<file path="src/rtl/core_ctrl_pkg.sv">
// Shared types and instruction-word layout for the attention-core sequencer.
package core_ctrl_pkg;

  localparam int unsigned INST_W = 20;

  localparam int unsigned INST_PMEM_WR     = 0;
  localparam int unsigned INST_PMEM_RD     = 1;
  localparam int unsigned INST_KMEM_WR     = 2;
  localparam int unsigned INST_KMEM_RD     = 3;
  localparam int unsigned INST_QMEM_WR     = 4;
  localparam int unsigned INST_QMEM_RD     = 5;
  localparam int unsigned INST_LOAD        = 6;
  localparam int unsigned INST_EXECUTE     = 7;
  localparam int unsigned INST_OFIFO_RD    = 16;
  localparam int unsigned INST_DIV         = 17;
  localparam int unsigned INST_ACC         = 18;
  localparam int unsigned INST_SFP_PMEM_WR = 19;

  localparam int unsigned PMEM_ADD_LSB  = 8;
  localparam int unsigned PMEM_ADD_W    = 4;
  localparam int unsigned QKMEM_ADD_LSB = 12;
  localparam int unsigned QKMEM_ADD_W   = 4;

  typedef enum logic [2:0] {
    S_IDLE, S_LOAD_Q, S_LOAD_K, S_KLOAD, S_EXEC, S_DRAIN, S_READBACK, S_DONE
  } state_e;

  typedef enum logic [2:0] {
    PH_WAIT, PH_RD, PH_ACC, PH_DIV, PH_WR
  } drain_phase_e;

endpackage

</file>
<file path="src/rtl/core_ctrl_if.sv">
// Handshake and instruction bundle between the sequencer and its surroundings.
interface core_ctrl_if;
  import core_ctrl_pkg::*;

  logic              start;
  logic              in_valid;
  logic              in_ready;
  logic              ofifo_valid;
  logic [INST_W-1:0] inst;
  logic              busy;
  logic              done;
  logic              out_valid;

  modport master (output start, in_valid, ofifo_valid,
                  input  in_ready, inst, busy, done, out_valid);
  modport slave  (input  start, in_valid, ofifo_valid,
                  output in_ready, inst, busy, done, out_valid);
endinterface

</file>
<file path="src/rtl/core_ctrl_drain.sv">
// Per-row drain sequencer: WAIT for ofifo data, then RD, ACC, DIV, WR; steps the row counter.
module core_ctrl_drain
  import core_ctrl_pkg::*;
#(
  parameter int unsigned num_q  = 8,
  parameter int unsigned addr_w = 4
) (
  input  logic              clk,
  input  logic              reset,
  input  logic              go,
  input  logic              ofifo_valid,
  output logic              last,
  output logic              rd_c,
  output logic              acc_c,
  output logic              div_c,
  output logic              wr_c,
  output logic [addr_w-1:0] row
);

  localparam logic [addr_w-1:0] LAST_ROW = addr_w'(num_q - 1);

  drain_phase_e      phase_q, phase_d;
  logic [addr_w-1:0] row_q, row_d;

  always_ff @(posedge clk) begin
    if (!reset) begin
      phase_q <= PH_WAIT;
      row_q   <= '0;
    end else begin
      phase_q <= phase_d;
      row_q   <= row_d;
    end
  end

  // Sequencer parks in WAIT at row 0 whenever it is not enabled.
  always_comb begin
    phase_d = phase_q;
    row_d   = row_q;
    if (!go) begin
      phase_d = PH_WAIT;
      row_d   = '0;
    end else begin
      case (phase_q)
        PH_WAIT: if (ofifo_valid) phase_d = PH_RD;
        PH_RD:   phase_d = PH_ACC;
        PH_ACC:  phase_d = PH_DIV;
        PH_DIV:  phase_d = PH_WR;
        PH_WR: begin
          phase_d = PH_WAIT;
          row_d   = (row_q == LAST_ROW) ? '0 : row_q + addr_w'(1);
        end
        default: phase_d = PH_WAIT;
      endcase
    end
  end

  assign rd_c  = go && (phase_q == PH_RD);
  assign acc_c = go && (phase_q == PH_ACC);
  assign div_c = go && (phase_q == PH_DIV);
  assign wr_c  = go && (phase_q == PH_WR);
  assign last  = wr_c && (row_q == LAST_ROW);
  assign row   = row_q;

endmodule

</file>
<file path="src/rtl/core_ctrl.sv">
// Attention-core instruction sequencer: load Q/K, stream K, execute, drain rows per start.
// Optional psum readback phase enabled by defining CORE_CTRL_READBACK_EN.
module core_ctrl
  import core_ctrl_pkg::*;
#(
  parameter int unsigned col    = 8,
  parameter int unsigned num_q  = 8,
  parameter int unsigned addr_w = 4
) (
  input  logic        clk,
  input  logic        reset,
  core_ctrl_if.slave  bus
);

  // One extra bit so KLOAD/EXEC can count to col / num_q inclusive.
  localparam int unsigned    CNT_W  = addr_w + 1;
  localparam logic [CNT_W-1:0] NQ_C   = CNT_W'(num_q);
  localparam logic [CNT_W-1:0] NQ_M1  = CNT_W'(num_q - 1);
  localparam logic [CNT_W-1:0] COL_C  = CNT_W'(col);
  localparam logic [CNT_W-1:0] COL_M1 = CNT_W'(col - 1);

  state_e            state_q, state_d;
  logic [CNT_W-1:0]  cnt_q, cnt_d;
  logic              busy_q, done_q, in_ready_q;
  logic [INST_W-1:0] inst_c;

  logic              drain_go, drain_last;
  logic              drain_rd_c, drain_acc_c, drain_div_c, drain_wr_c;
  logic [addr_w-1:0] drain_row;

  assign drain_go = (state_q == S_DRAIN);

  core_ctrl_drain #(.num_q(num_q), .addr_w(addr_w)) u_drain (
    .clk         (clk),
    .reset       (reset),
    .go          (drain_go),
    .ofifo_valid (bus.ofifo_valid),
    .last        (drain_last),
    .rd_c        (drain_rd_c),
    .acc_c       (drain_acc_c),
    .div_c       (drain_div_c),
    .wr_c        (drain_wr_c),
    .row         (drain_row)
  );

  always_ff @(posedge clk) begin
    if (!reset) begin
      state_q    <= S_IDLE;
      cnt_q      <= '0;
      busy_q     <= 1'b0;
      done_q     <= 1'b0;
      in_ready_q <= 1'b0;
    end else begin
      state_q    <= state_d;
      cnt_q      <= cnt_d;
      busy_q     <= (state_d != S_IDLE);
      done_q     <= (state_d == S_DONE);
      in_ready_q <= (state_d == S_LOAD_Q) || (state_d == S_LOAD_K);
    end
  end

  always_comb begin
    state_d = state_q;
    cnt_d   = cnt_q;
    inst_c  = '0;
    case (state_q)
      S_IDLE: begin
        if (bus.start) begin
          state_d = S_LOAD_Q;
          cnt_d   = '0;
        end
      end
      S_LOAD_Q: begin
        inst_c[INST_QMEM_WR] = bus.in_valid;
        inst_c[QKMEM_ADD_LSB +: QKMEM_ADD_W] = QKMEM_ADD_W'(cnt_q);
        if (bus.in_valid) begin
          if (cnt_q == NQ_M1) begin
            state_d = S_LOAD_K;
            cnt_d   = '0;
          end else begin
            cnt_d = cnt_q + CNT_W'(1);
          end
        end
      end
      S_LOAD_K: begin
        inst_c[INST_KMEM_WR] = bus.in_valid;
        inst_c[QKMEM_ADD_LSB +: QKMEM_ADD_W] = QKMEM_ADD_W'(cnt_q);
        if (bus.in_valid) begin
          if (cnt_q == COL_M1) begin
            state_d = S_KLOAD;
            cnt_d   = '0;
          end else begin
            cnt_d = cnt_q + CNT_W'(1);
          end
        end
      end
      // load trails kmem_rd by one cycle to cover the SRAM read latency.
      S_KLOAD: begin
        if (cnt_q < COL_C) begin
          inst_c[INST_KMEM_RD] = 1'b1;
          inst_c[QKMEM_ADD_LSB +: QKMEM_ADD_W] = QKMEM_ADD_W'(cnt_q);
        end
        inst_c[INST_LOAD] = (cnt_q != '0);
        if (cnt_q == COL_C) begin
          state_d = S_EXEC;
          cnt_d   = '0;
        end else begin
          cnt_d = cnt_q + CNT_W'(1);
        end
      end
      S_EXEC: begin
        if (cnt_q < NQ_C) begin
          inst_c[INST_QMEM_RD] = 1'b1;
          inst_c[QKMEM_ADD_LSB +: QKMEM_ADD_W] = QKMEM_ADD_W'(cnt_q);
        end
        inst_c[INST_EXECUTE] = (cnt_q != '0);
        if (cnt_q == NQ_C) begin
          state_d = S_DRAIN;
          cnt_d   = '0;
        end else begin
          cnt_d = cnt_q + CNT_W'(1);
        end
      end
      S_DRAIN: begin
        inst_c[INST_OFIFO_RD]    = drain_rd_c;
        inst_c[INST_ACC]         = drain_acc_c;
        inst_c[INST_DIV]         = drain_div_c;
        inst_c[INST_SFP_PMEM_WR] = drain_wr_c;
        inst_c[INST_PMEM_WR]     = drain_wr_c;
        if (drain_wr_c) inst_c[PMEM_ADD_LSB +: PMEM_ADD_W] = PMEM_ADD_W'(drain_row);
        if (drain_last) begin
`ifdef CORE_CTRL_READBACK_EN
          state_d = S_READBACK;
`else
          state_d = S_DONE;
`endif
          cnt_d = '0;
        end
      end
`ifdef CORE_CTRL_READBACK_EN
      S_READBACK: begin
        inst_c[INST_PMEM_RD] = 1'b1;
        inst_c[PMEM_ADD_LSB +: PMEM_ADD_W] = PMEM_ADD_W'(cnt_q);
        if (cnt_q == NQ_M1) begin
          state_d = S_DONE;
          cnt_d   = '0;
        end else begin
          cnt_d = cnt_q + CNT_W'(1);
        end
      end
`endif
      S_DONE:  state_d = S_IDLE;
      default: state_d = S_IDLE;
    endcase
  end

`ifdef CORE_CTRL_READBACK_EN
  logic out_valid_q;

  // Readback data appears on the core output one cycle after each pmem_rd.
  always_ff @(posedge clk) begin
    if (!reset) out_valid_q <= 1'b0;
    else        out_valid_q <= (state_q == S_READBACK);
  end

  assign bus.out_valid = out_valid_q;
`else
  assign bus.out_valid = 1'b0;
`endif

  assign bus.inst     = inst_c;
  assign bus.busy     = busy_q;
  assign bus.done     = done_q;
  assign bus.in_ready = in_ready_q;

endmodule

</file>
<file path="src/flat_wrapper.sv">
// flat-port wrapper written by rule: the top's interface ports become plain ports
module core_ctrl_flat import core_ctrl_pkg::*;
#(
  parameter int unsigned col    = 8,
  parameter int unsigned num_q  = 8,
  parameter int unsigned addr_w = 4
)
  (clk, reset, bus_start, bus_in_valid, bus_ofifo_valid, bus_in_ready, bus_inst, bus_busy, bus_done, bus_out_valid);
  core_ctrl_if bus_i ();
  input  logic clk;
  input  logic reset;
  input wire logic [$bits(bus_i.start)-1:0] bus_start;
  input wire logic [$bits(bus_i.in_valid)-1:0] bus_in_valid;
  input wire logic [$bits(bus_i.ofifo_valid)-1:0] bus_ofifo_valid;
  output wire logic [$bits(bus_i.in_ready)-1:0] bus_in_ready;
  output wire logic [$bits(bus_i.inst)-1:0] bus_inst;
  output wire logic [$bits(bus_i.busy)-1:0] bus_busy;
  output wire logic [$bits(bus_i.done)-1:0] bus_done;
  output wire logic [$bits(bus_i.out_valid)-1:0] bus_out_valid;
  assign bus_i.start = bus_start;
  assign bus_i.in_valid = bus_in_valid;
  assign bus_i.ofifo_valid = bus_ofifo_valid;
  assign bus_in_ready = bus_i.in_ready;
  assign bus_inst = bus_i.inst;
  assign bus_busy = bus_i.busy;
  assign bus_done = bus_i.done;
  assign bus_out_valid = bus_i.out_valid;
  core_ctrl #(.col(col), .num_q(num_q), .addr_w(addr_w)) u_core (.clk(clk), .reset(reset), .bus(bus_i));
endmodule
</file>
<file path="config.mk">
export PLATFORM = sky130hd
export DESIGN_NAME = core_ctrl_flat
export DESIGN_NICKNAME = d
export VERILOG_FILES = /design/src/rtl/core_ctrl_pkg.sv /design/src/rtl/core_ctrl_if.sv /design/src/rtl/core_ctrl_drain.sv /design/src/rtl/core_ctrl.sv /design/src/flat_wrapper.sv
export SDC_FILE = /design/constraint.sdc
export NUM_CORES = 1
export LEC_CHECK = 0
export BUFFER_PORTS_ARGS = -buffer_cell sky130_fd_sc_hd__buf_2
export CAP_MARGIN = 25
export CORE_MARGIN = 3
export CORE_UTILIZATION = 27
export CTS_BUF_LIST = sky130_fd_sc_hd__clkbuf_4 sky130_fd_sc_hd__clkbuf_8
export DETAILED_ROUTE_END_ITERATION = 16
export GPL_TIMING_DRIVEN = 0
export PLACE_DENSITY = 0.46
export SLEW_MARGIN = 5
export SYNTH_ARGS = -nofsm -noshare
export SYNTH_HDL_FRONTEND = slang
export SYNTH_HIERARCHICAL = 1
export SYNTH_SLANG_ARGS = --single-unit
export TNS_END_PERCENT = 50
</file>
<file path="constraint.sdc">
create_clock -name clk -period 3.67 [get_ports clk]
set_clock_uncertainty 0.05 [all_clocks]
set_input_delay 0.5505 -clock clk [delete_from_list [all_inputs] [get_ports clk]]
set_output_delay 0.5505 -clock clk [all_outputs]
set_load 0.1 [all_outputs]
</file>
==> run metrics, run 1 <==
CTS Hold Buffers Added=0; CP arrival=2.14 ns; row cnt=23; main flop type after synthesis=dfxtp_1; ant diodes=0; Crit Path Category=reg2out; Synth Cell Area=1240 um^2; Seq cells post-synth=18; hold worst-path end=u_core/u_drain/phase_q[0]; largest net degree at the start of global routing=16; global-route wire length before repair=5080 um; P_leak=0.695 nW; Post-synth EDFFs=0; simple-gate area share of the yosys netlist=37.8%; Pins Over Slew Limit=0; Tcrit/Tclk final=74.6%; Clock Path Buffers=2; hold depth=1; post-cts sizing count=0; worst skew pair latency=0.25 ns; Initial Util=29.5%; Critical-path top delay cell=buf_2; number of DRC markers in iteration 0=45; post-route cell area=1500 um^2; Final min period=2.74 ns; post-synth cell types=52; maximum vdd drop=0.000163 V; post-place instance area=1440 um^2; Die Wd=73.7 um; final setup fails=0; post-route ant nets=0; post-DR vias/cell=5.04; Seq/Total Area, Yosys=29.1%; FF-to-FF End=u_core/cnt_q[4]; Non-Filler Instances=234; CP cell instances=buf_4, and3b_1, buf_2, nor2b_1, and3_2, and2_1, buf_2; R2R Path Start=u_core/state_q[1]; Area Growth Syn to Fin=20.8%; grt ovf=0; CTS tree=done; Hold Crit Class=reg2reg; crit end category=output pin; fmax=365 MHz; share of cells above drive strength 1=25.5%; I/O Buffers=26; Clock Pin Slew Worst Setup and Hold Paths=0.07 ns; asr flop ratio synth=0%; Post-CTS Setup Bufs=0; Seq pwr share=47.0%; number of remaining DRC errors=0; post-synthesis adder-cell area fraction=3.03%; NetSw=115 uW; combinational power share=15.3%; nets=193; dpl cells=230; Reg2Reg Depth=9; mux cell area share after synthesis=3.24%; RSZ-0062 raised after global routing=false; CP most frequent cell=buf_2; Die Height=73.7 um; crit path from=u_core/state_q[1]; number of buffers created by CTS=3; Multi-input gate area=793 um^2; cell family with the largest share of critical-path delay=buffers and inverters; die area=5430 um^2; status=completed; mean post-synth cell area=8.09 um^2; CP max FO=15; dpl hpwl=2350 um; Net Sw Frac=27.0%; WL final=3110 um; Cell Pwr Density=285 nW/um^2; critical hold path startpoint=u_core/u_drain/phase_q[2]; Setup crit start kind=flop; Filler cells=437; vias in the first global route=1092; WL/cell=13.3 um; initial antenna violation count=0; compound-cell area share of the yosys netlist=18.2%; internal power=311 uW; total of max-cap violations=0; clock sink count=18; Bufs and invs on worst path=3; Ports=29; total design power=426 uW; clock share of power=37.6%; Seq. cell area=360 um^2; Setup TNS Final=0 ns; largest family of logic cells by synthesized area=simple AND/OR/NAND/NOR gates; CP peak stage delay=0.42 ns; Hold Vio Cnt, Final=0; root buf cell=clkbuf_8; total core area=4200 um^2; GRT Total Usage=11.8%; Yosys warnings=6; gp weighted congestion=0.828; First-pass DRT Iterations=4; Final Util=35.6%; H-Tree Depth=1; XOR/XNOR Fraction of Synth Area=0.708%; CP required=3.07 ns; vias post-DR=1179; R2R setup slack=0.95 ns; Post-Syn Instances=153
[final cells by class]
type                            count  area share, %
Tap cell                           50           4.18
Buffer                             12           4.77
Inverter                            6           1.51
Sequential cell                    18           24.1
Clock buffer                        4           3.68
Multi-Input combinational cell    118           53.1
Timing Repair Buffer               26           8.70
[layer usage]
layer	wire length (um)	share of wire, %	vias to the layer above	global-route usage, %
li1	-	-	611	-
met1	1490	48	539	15.6
met2	1440	46	25	18.4
met3	152	4.9	4	3.56
met4	36	1.2	0	3.22
met5	0	0	-	0
[synth_stat cells (2+ instances only)]
cell type / n / area, um^2
ha_1: 3 / 37.5
mux2i_1: 4 / 40.0
nor2b_1: 5 / 31.3
nor3_1: 2 / 10.0
a211oi_1: 2 / 15.0
or3_1: 2 / 12.5
clkbuf_1: 4 / 15.0
or4_1: 2 / 15.0
and3_1: 8 / 50.1
a221o_1: 2 / 20.0
o31ai_1: 3 / 22.5
and3b_1: 2 / 17.5
dfxtp_1: 18 / 360
nand2_1: 8 / 30.0
nor4_1: 2 / 12.5
and2_1: 7 / 43.8
nor2_1: 15 / 56.3
a21oi_1: 7 / 35.0
o21ai_1: 2 / 10.0
nand3b_1: 2 / 15.0
o21ai_0: 4 / 20.0
nand2b_1: 4 / 25.0
o221ai_1: 2 / 17.5
nand3_1: 5 / 25.0
buf_4: 4 / 30.0
inv_1: 6 / 22.5
buf_2: 3 / 15.0
[layout by cell type (no fill, tap or decap), drive strengths merged, types with 2 or more instances in the layout]
cell,n
dfxtp,18
and4bb,2
nand2b,4
nor4,2
o31ai,3
and2,8
o221ai,2
nand3,5
nor3,2
nand3b,2
conb,2
o21ai,6
a21oi,7
a221o,2
nor2b,5
ha,3
and3,9
clkbuf,8
or4,2
a211oi,2
nor3b,3
nor2,15
or3,2
buf,34
and3b,3
mux2i,4
nand2,8
inv,6
[per-stage QoR]
stage	worst slack [ns]	hold WS, ns
floorplan	0.0925	0.374
global placement	1.03	0.386
detailed placement	0.990	0.398
CTS	0.910	0.408
global route	0.781	0.430
finish	0.931	0.406
[worst max path at each step]
stage / cells after the start / endpoint / slack (ns)
after floorplan: 3 / bus_inst[5] / 0.09
after global placement: 9 / u_core/cnt_q[4] / 1.03
after global routing: 7 / bus_inst[17] / 0.78
after CTS: 6 / bus_inst[14] / 0.91
final: 7 / bus_inst[17] / 0.93
after detailed placement: 9 / u_core/cnt_q[4] / 0.99
[cell families (layout without fill, tap and decap cells)]
kind of cell,after synthesis,in the layout
adder cells (fa/ha/maj),3,3
XOR/XNOR,1,1
AND/OR/NAND/NOR,76,76
buffers and inverters,18,48
other,1,2
multiplexers,4,4
AO/OA/AOI/OAI,32,32
flip-flops,18,18
[worst reg2reg max path, delay by kind of cell (launching register included)]
family,cells,cell delay (ns)
AOI/OAI and AO/OA,2,0.48
DFF,1,0.30
buffers and inverters,2,0.40
and+or+nand+nor,5,1.42
[registers in the layout, summed over array words and instances, names as in the netlist]
name	count
u_core/bus.done	1
u_core/u_drain/row	4
u_core/bus.in_ready	1
u_core/bus.busy	1
u_core/state_q	3
u_core/u_drain/phase_q	3
u_core/cnt_q	5
[power by group through the flow]
stage / Clock [mW] / Sequential [mW] / Combinational (mW)
2_1_floorplan: 0 / 0.216 / 0.0407
3_3_place_gp: 0 / 0.205 / 0.0645
3_5_place_dp: 0 / 0.205 / 0.0649
4_1_cts: 0.167 / 0.200 / 0.0651
5_1_grt: 0.174 / 0.200 / 0.0695
6_report: 0.160 / 0.200 / 0.0653
Power figures use the tool's default switching activity.
==> run 2: changes to the inputs <==
ABC_AREA = 1   (was not set)
PLACE_DENSITY = 0.47   (was 0.46)
clock period = 2.5 ns   (was 3.67 ns; I/O delays follow)
==> run metrics, run 2 <==
status=completed; most common cell after layout, fill and taps aside=nand2_1; Clock Pin Slew Worst Setup and Hold Paths=0.08 ns (about the same); vias post-DR=1319 (+12%); CP required=2.08 ns (-0.99 ns); total core area=4440 um^2 (+5.8%); Cell Pwr Density=421 nW/um^2 (+48%); most used routing layer in global routing=met1; Post-Syn Instances=204 (+33%); Area Growth Syn to Fin=25.0%; maximum vdd drop=0.000141 V (-13%); asr flop ratio synth=0% (unchanged); area share of the largest cell type after synthesis=28.5% (-0.66 points); Hold Crit Class=in2reg; WL/cell=10.9 um (-18%); crit end category=output pin; Net Sw Frac=30.6% (+3.6 points); initial antenna violation count=0 (unchanged); Yosys top cell by area=dfxtp_1; P_leak=0.762 nW (+9.6%); Pins Over Slew Limit=0 (unchanged); final setup fails=0 (unchanged); Tcrit/Tclk final=94.4%; worst skew pair latency=0.26 ns (about the same); Seq pwr share=45.1% (-1.9 points); CTS tree=done; dpl cells=283 (+23%); global-route wire length before repair=5330 um (+5.0%); WL final=3120 um (about the same); ant diodes=0 (unchanged); post-synthesis adder-cell area fraction=2.96% (-0.069 points); grt ovf=0 (unchanged); number of buffers created by CTS=3 (unchanged); vias in the first global route=1201 (+10%); clock sink count=18 (unchanged); simple-gate area share of the yosys netlist=48.3% (+11 points); mean post-synth cell area=6.21 um^2 (-23%); Hold Vio Cnt, Final=0 (unchanged); mux cell area share after synthesis=0% (-3.2 points); met2 Resource Use GR=17.4% (-1.0 points); Post-synth top cells=48 x nand2_1, 44 x nor2_1, 24 x inv_1, 18 x dfxtp_1, 13 x nand3_1; CP cell instances=nand2_2, nor2_4, inv_1, nor2_2, nand2_1, nor2_1, buf_2; Post-synth EDFFs=0 (unchanged); Die Height=74.5 um (+1.1%); die area=5550 um^2 (+2.1%); Final min period=2.36 ns; Setup TNS Final=0 ns (unchanged); CP arrival=1.93 ns (-0.21 ns); fmax=424 MHz; root buf cell=clkbuf_8; combinational power share=18.2% (+2.9 points); cell family with the largest share of critical-path delay=simple AND/OR/NAND/NOR gates; post-cts sizing count=2 (+2); commonest non-fill, non-tap cells in the layout=48 x nand2_1, 35 x nor2_1, 24 x inv_1, 22 x buf_2, 18 x dfxtp_1; H-Tree Depth=1 (unchanged); internal power=462 uW (+49%); clock share of power=36.7% (-0.9 points); most numerous cell in the Yosys netlist=nand2_1; largest net degree at the start of global routing=11 (-5); Seq cells post-synth=18 (unchanged); XOR/XNOR Fraction of Synth Area=2.08% (+1.4 points); GRT Total Usage=12.3% (+0.50 points); Bufs and invs on worst path=2 (-1); CP peak stage delay=0.47 ns (+0.05 ns); nets=244 (+26%); row cnt=24 (+4.3%); share of cells above drive strength 1=28.5% (+3.0 points); Seq/Total Area, Yosys=28.5% (-0.66 points); total design power=666 uW (+56%); compound-cell area share of the yosys netlist=7.31% (-11 points); Non-Filler Instances=287 (+23%); CTS Hold Buffers Added=0 (unchanged); most flop-heavy register=u_core/cnt_q; main flop type after synthesis=dfxtp_1; total of max-cap violations=0 (unchanged); largest family of logic cells by synthesized area=simple AND/OR/NAND/NOR gates; Critical-path top delay cell=dfxtp_1; dpl hpwl=2530 um (+7.8%); post-place instance area=1510 um^2 (+4.9%); Die Wd=74.5 um (+1.1%); Initial Util=28.5% (-0.96 points); Final Util=35.6% (about the same); First-pass DRT Iterations=4 (unchanged); number of remaining DRC errors=0 (unchanged); Ports=29 (unchanged); Clock Path Buffers=2 (unchanged); Crit Path Category=reg2out; I/O Buffers=26 (unchanged); ranking of synthesized cells by area=dfxtp_1 28%, nand2_1 14%, nor2_1 13%; met1 Use GR=18.6% (+3.0 points); post-DR vias/cell=4.60 (-8.8%); Setup crit start kind=flop; Yosys warnings=6 (unchanged); number of DRC markers in iteration 0=109 (+140%); post-route cell area=1580 um^2 (+5.9%); met3 GRT Util=2.03% (-1.5 points); RSZ-0062 raised after global routing=false; gp weighted congestion=0.761 (-8.1%); Post-CTS Setup Bufs=0 (unchanged); post-route ant nets=0 (unchanged); CP max FO=6 (-9); Worst-Margin Slew=0.500 ns; Rel. slew slack=66.5%; Synth Cell Area=1270 um^2 (+2.3%); NetSw=204 uW (+77%); Largest register FFs=5 (unchanged); post-synth cell types=25 (-52%)
[run 2: cell count changes after synthesis, moves of 6 or more]
cell     change
nand3_1      +8
inv_1       +18
and3_1       -8
nand2_1     +40
nor2_1      +29
and2_1       -7
nand2_2      +6
[run 2: through the flow]
| stage | setup WS, ns | hold WS (ns) |
|---|---|---|
| floorplan | -0.213 | 0.433 |
| global placement | 0.176 | 0.465 |
| CTS | 0.0192 | 0.319 |
| finish | 0.141 | 0.321 |
| detailed placement | 0.175 | 0.467 |
| global route | 0.00707 | 0.346 |
[run 2: power groups by stage]
stage                     clock, mW  sequential (mW)  combinational (mW)
after global routing          0.265            0.301               0.133
after detailed placement          0            0.307               0.122
after floorplan                   0            0.326              0.0808
final                         0.244            0.300               0.121
after global placement            0            0.307               0.122
after CTS                     0.256            0.300               0.123
[run 2: kinds of logic (layout without fill, tap and decap cells)]
family	Yosys count	count (layout)
other	1	2
buffers and inverters	32	62
adders and majority gates	3	3
and+or+nand+nor	131	131
DFF	18	18
xor gates and xnor gates	3	3
AOI/OAI and AO/OA	16	16
[run 2: routing by layer]
layer  up-vias  share of wire [%]  wire length [um]
li1        695                  -                 -
met1       577                 54              1690
met2        41                 38              1180
met3         6                6.3               197
met4         0                1.4                44
met5         -                  0                 0
[run 2: final cells by class]
| cell class | instances | area [um^2] |
|---|---|---|
| multi-input cells | 155 | 828 |
| inverters | 29 | 111 |
| repair buffers | 26 | 140 |
| flip-flops and latches | 18 | 360 |
| fillers | 521 | 2860 |
| well taps | 52 | 65.1 |
| plain buffers | 3 | 22.5 |
| clock buffers | 4 | 55.1 |
[run 2: worst reg2reg max path, stage by stage, from the launching register on]
cell,delay (ns)
dfxtp_1,0.47
nand2_2,0.12
nor2_4,0.18
inv_1,0.10
nor2_1,0.14
inv_1,0.05
nand2_1,0.08
nand4_1,0.26
nor2_1,0.18
nor2_1,0.05
[run 2: final timing paths]
path / cells after the start / end / startpoint / slack, ns
setup / recovery: 7 / bus_inst[9] / u_core/state_q[2] / 0.14
hold reg to reg: 2 / u_core/cnt_q[0] / u_core/cnt_q[0] / 0.48
setup reg to reg: 9 / u_core/cnt_q[4] / u_core/state_q[2] / 0.71
hold / removal: 3 / u_core/u_drain/phase_q[0] / bus_ofifo_valid / 0.32
==> run 3: changes to the inputs <==
CORE_ASPECT_RATIO = 1.25   (was not set)
GPL_ROUTABILITY_DRIVEN = 0   (was not set)
==> run metrics, run 3 (synthesis gave the netlist of run 2 again) <==
P_leak=0.763 nW (+0.13%); dpl hpwl=2530 um (-0.16%); RSZ-0062 raised after global routing=false; maximum vdd drop=0.000204 V (+44%); Seq pwr share=45.2% (about the same); CP max FO=6 (unchanged); clock sink count=18 (unchanged); post-DR vias/cell=4.30 (-6.4%); number of buffers created by CTS=3 (unchanged); CTS tree=done; total design power=664 uW (-0.34%); CP cell instances=nand2_2, nor2_4, inv_1, nor2_2, nand2_1, inv_1, buf_4, buf_4; fmax=442 MHz (+4.2%); I/O Buffers=26 (unchanged); Area Growth Syn to Fin=26.7%; Setup crit start kind=flop; most common cell after layout, fill and taps aside=nand2_1; row cnt=27 (+13%); Initial Util=28.4% (-0.096 points); GRT Total Usage=11.9% (-0.37 points); Setup TNS Final=0 ns (unchanged); number of DRC markers in iteration 0=52 (-52%); CP required=2.08 ns (about the same); post-route ant nets=0 (unchanged); internal power=463 uW (+0.22%); most flop-heavy register=u_core/cnt_q; total of max-cap violations=0 (unchanged); Crit Path Category=reg2out; cell family with the largest share of critical-path delay=simple AND/OR/NAND/NOR gates; Clock Path Buffers=2 (unchanged); final setup fails=0 (unchanged); initial antenna violation count=0 (unchanged); dpl cells=289 (+2.1%); critical path depth=8 (+1); Hold Crit Class=in2reg; Largest register FFs=5 (unchanged); First-pass DRT Iterations=4 (unchanged); Net Sw Frac=30.2% (-0.39 points); number of remaining DRC errors=0 (unchanged); largest net degree at the start of global routing=11 (unchanged); total core area=4460 um^2 (+0.34%); nets=244 (unchanged); Non-Filler Instances=293 (+2.1%); Die Height=82.6 um (+11%); worst skew pair latency=0.26 ns (about the same); combinational power share=18.5% (+0.3 points); vias in the first global route=1168 (-2.7%); Bufs and invs on worst path=4 (+2); CP arrival=1.84 ns (-0.09 ns); commonest non-fill, non-tap cells in the layout=48 x nand2_1, 35 x nor2_1, 24 x inv_1, 19 x buf_2, 18 x dfxtp_1; NetSw=201 uW (-1.6%); clock share of power=36.3% (-0.4 points); WL final=3060 um (-1.7%); Cell Pwr Density=414 nW/um^2 (-1.7%); CP peak stage delay=0.45 ns (-0.02 ns); Hold Vio Cnt, Final=0 (unchanged); CTS Hold Buffers Added=0 (unchanged); hold depth=3 (unchanged); die area=5550 um^2 (about the same); Final Util=36.0% (+0.36 points); grt ovf=0 (unchanged); H-Tree Depth=1 (unchanged); share of cells above drive strength 1=28.5% (unchanged); global-route wire length before repair=5030 um (-5.7%); Clock Pin Slew Worst Setup and Hold Paths=0.07 ns (about the same); Final min period=2.26 ns (-0.0949 ns); Reg2Reg Depth=11 (+2); ant diodes=0 (unchanged); vias post-DR=1261 (-4.4%); status=completed; Tcrit/Tclk final=90.6% (-3.8 points); WL/cell=10.5 um (-3.7%); Pins Over Slew Limit=0 (unchanged); final hold slack=0.329 ns (+0.00839 ns); crit end category=output pin; Ports=29 (unchanged); Die Wd=67.3 um (-9.7%); Post-CTS Setup Bufs=0 (unchanged); Critical-path top delay cell=dfxtp_1; root buf cell=clkbuf_8
==> run 3: changes by cell type in the layout (fill, tap and decap cells not counted), sizes merged <==
cell	change
buf	-3
clkbuf	+3
==> run 3: final cells by class <==
class | instances | area (um^2)
Buffer | 3 | 22.5
Clock buffer | 4 | 55.1
Fill cell | 502 | 2860
Inverter | 29 | 111
Multi-Input combinational cell | 155 | 835
Sequential cell | 18 | 360
Tap cell | 58 | 72.6
Timing Repair Buffer | 26 | 148
==> run 3: repair_timing <==
action | 4_1_cts | 5_1_grt
gates resized for setup | 2 | 8
pin swaps | 0 | 0
setup endpoints to repair | 4 | 10
==> run 3: worst paths after layout <==
kind	from	end	slack, ns
min	bus_ofifo_valid	u_core/u_drain/phase_q[0]	0.33
max reg2reg	u_core/cnt_q[0]	u_core/bus.busy	0.71
min reg2reg	u_core/cnt_q[0]	u_core/cnt_q[0]	0.48
max	u_core/state_q[2]	bus_inst[19]	0.24
==> run 3: power by group through the flow <==
stage	Combinational, mW	Clock [mW]	Sequential (mW)
2_1_floorplan	0.0808	0	0.326
3_3_place_gp	0.122	0	0.307
3_5_place_dp	0.122	0	0.307
4_1_cts	0.123	0.254	0.300
5_1_grt	0.132	0.260	0.301
6_report	0.123	0.241	0.300
==> run 3: per-layer routing <==
| layer | routed length, um | track usage (%) |
|---|---|---|
| met3 | 126 | 1.62 |
| met2 | 1590 | 22.6 |
| met5 | 0 | 0 |
| met4 | 48 | 4.87 |
| met1 | 1290 | 12.9 |
==> run 3: tightest hold or removal path: cells and delay by family <==
kind | cells | cell delay (ns)
simple gates | 1 | 0.09
buf+inv | 1 | 0.08
compound gates | 1 | 0.06
==> run 3: through the flow <==
stage / worst slack [ns] / area [um^2]
6_report: 0.236 / 1600
5_1_grt: 0.0184 / 1600
4_1_cts: 0.0334 / 1580
3_5_place_dp: 0.108 / 1520
3_3_place_gp: 0.0790 / 1520
2_1_floorplan: -0.213 / 1320
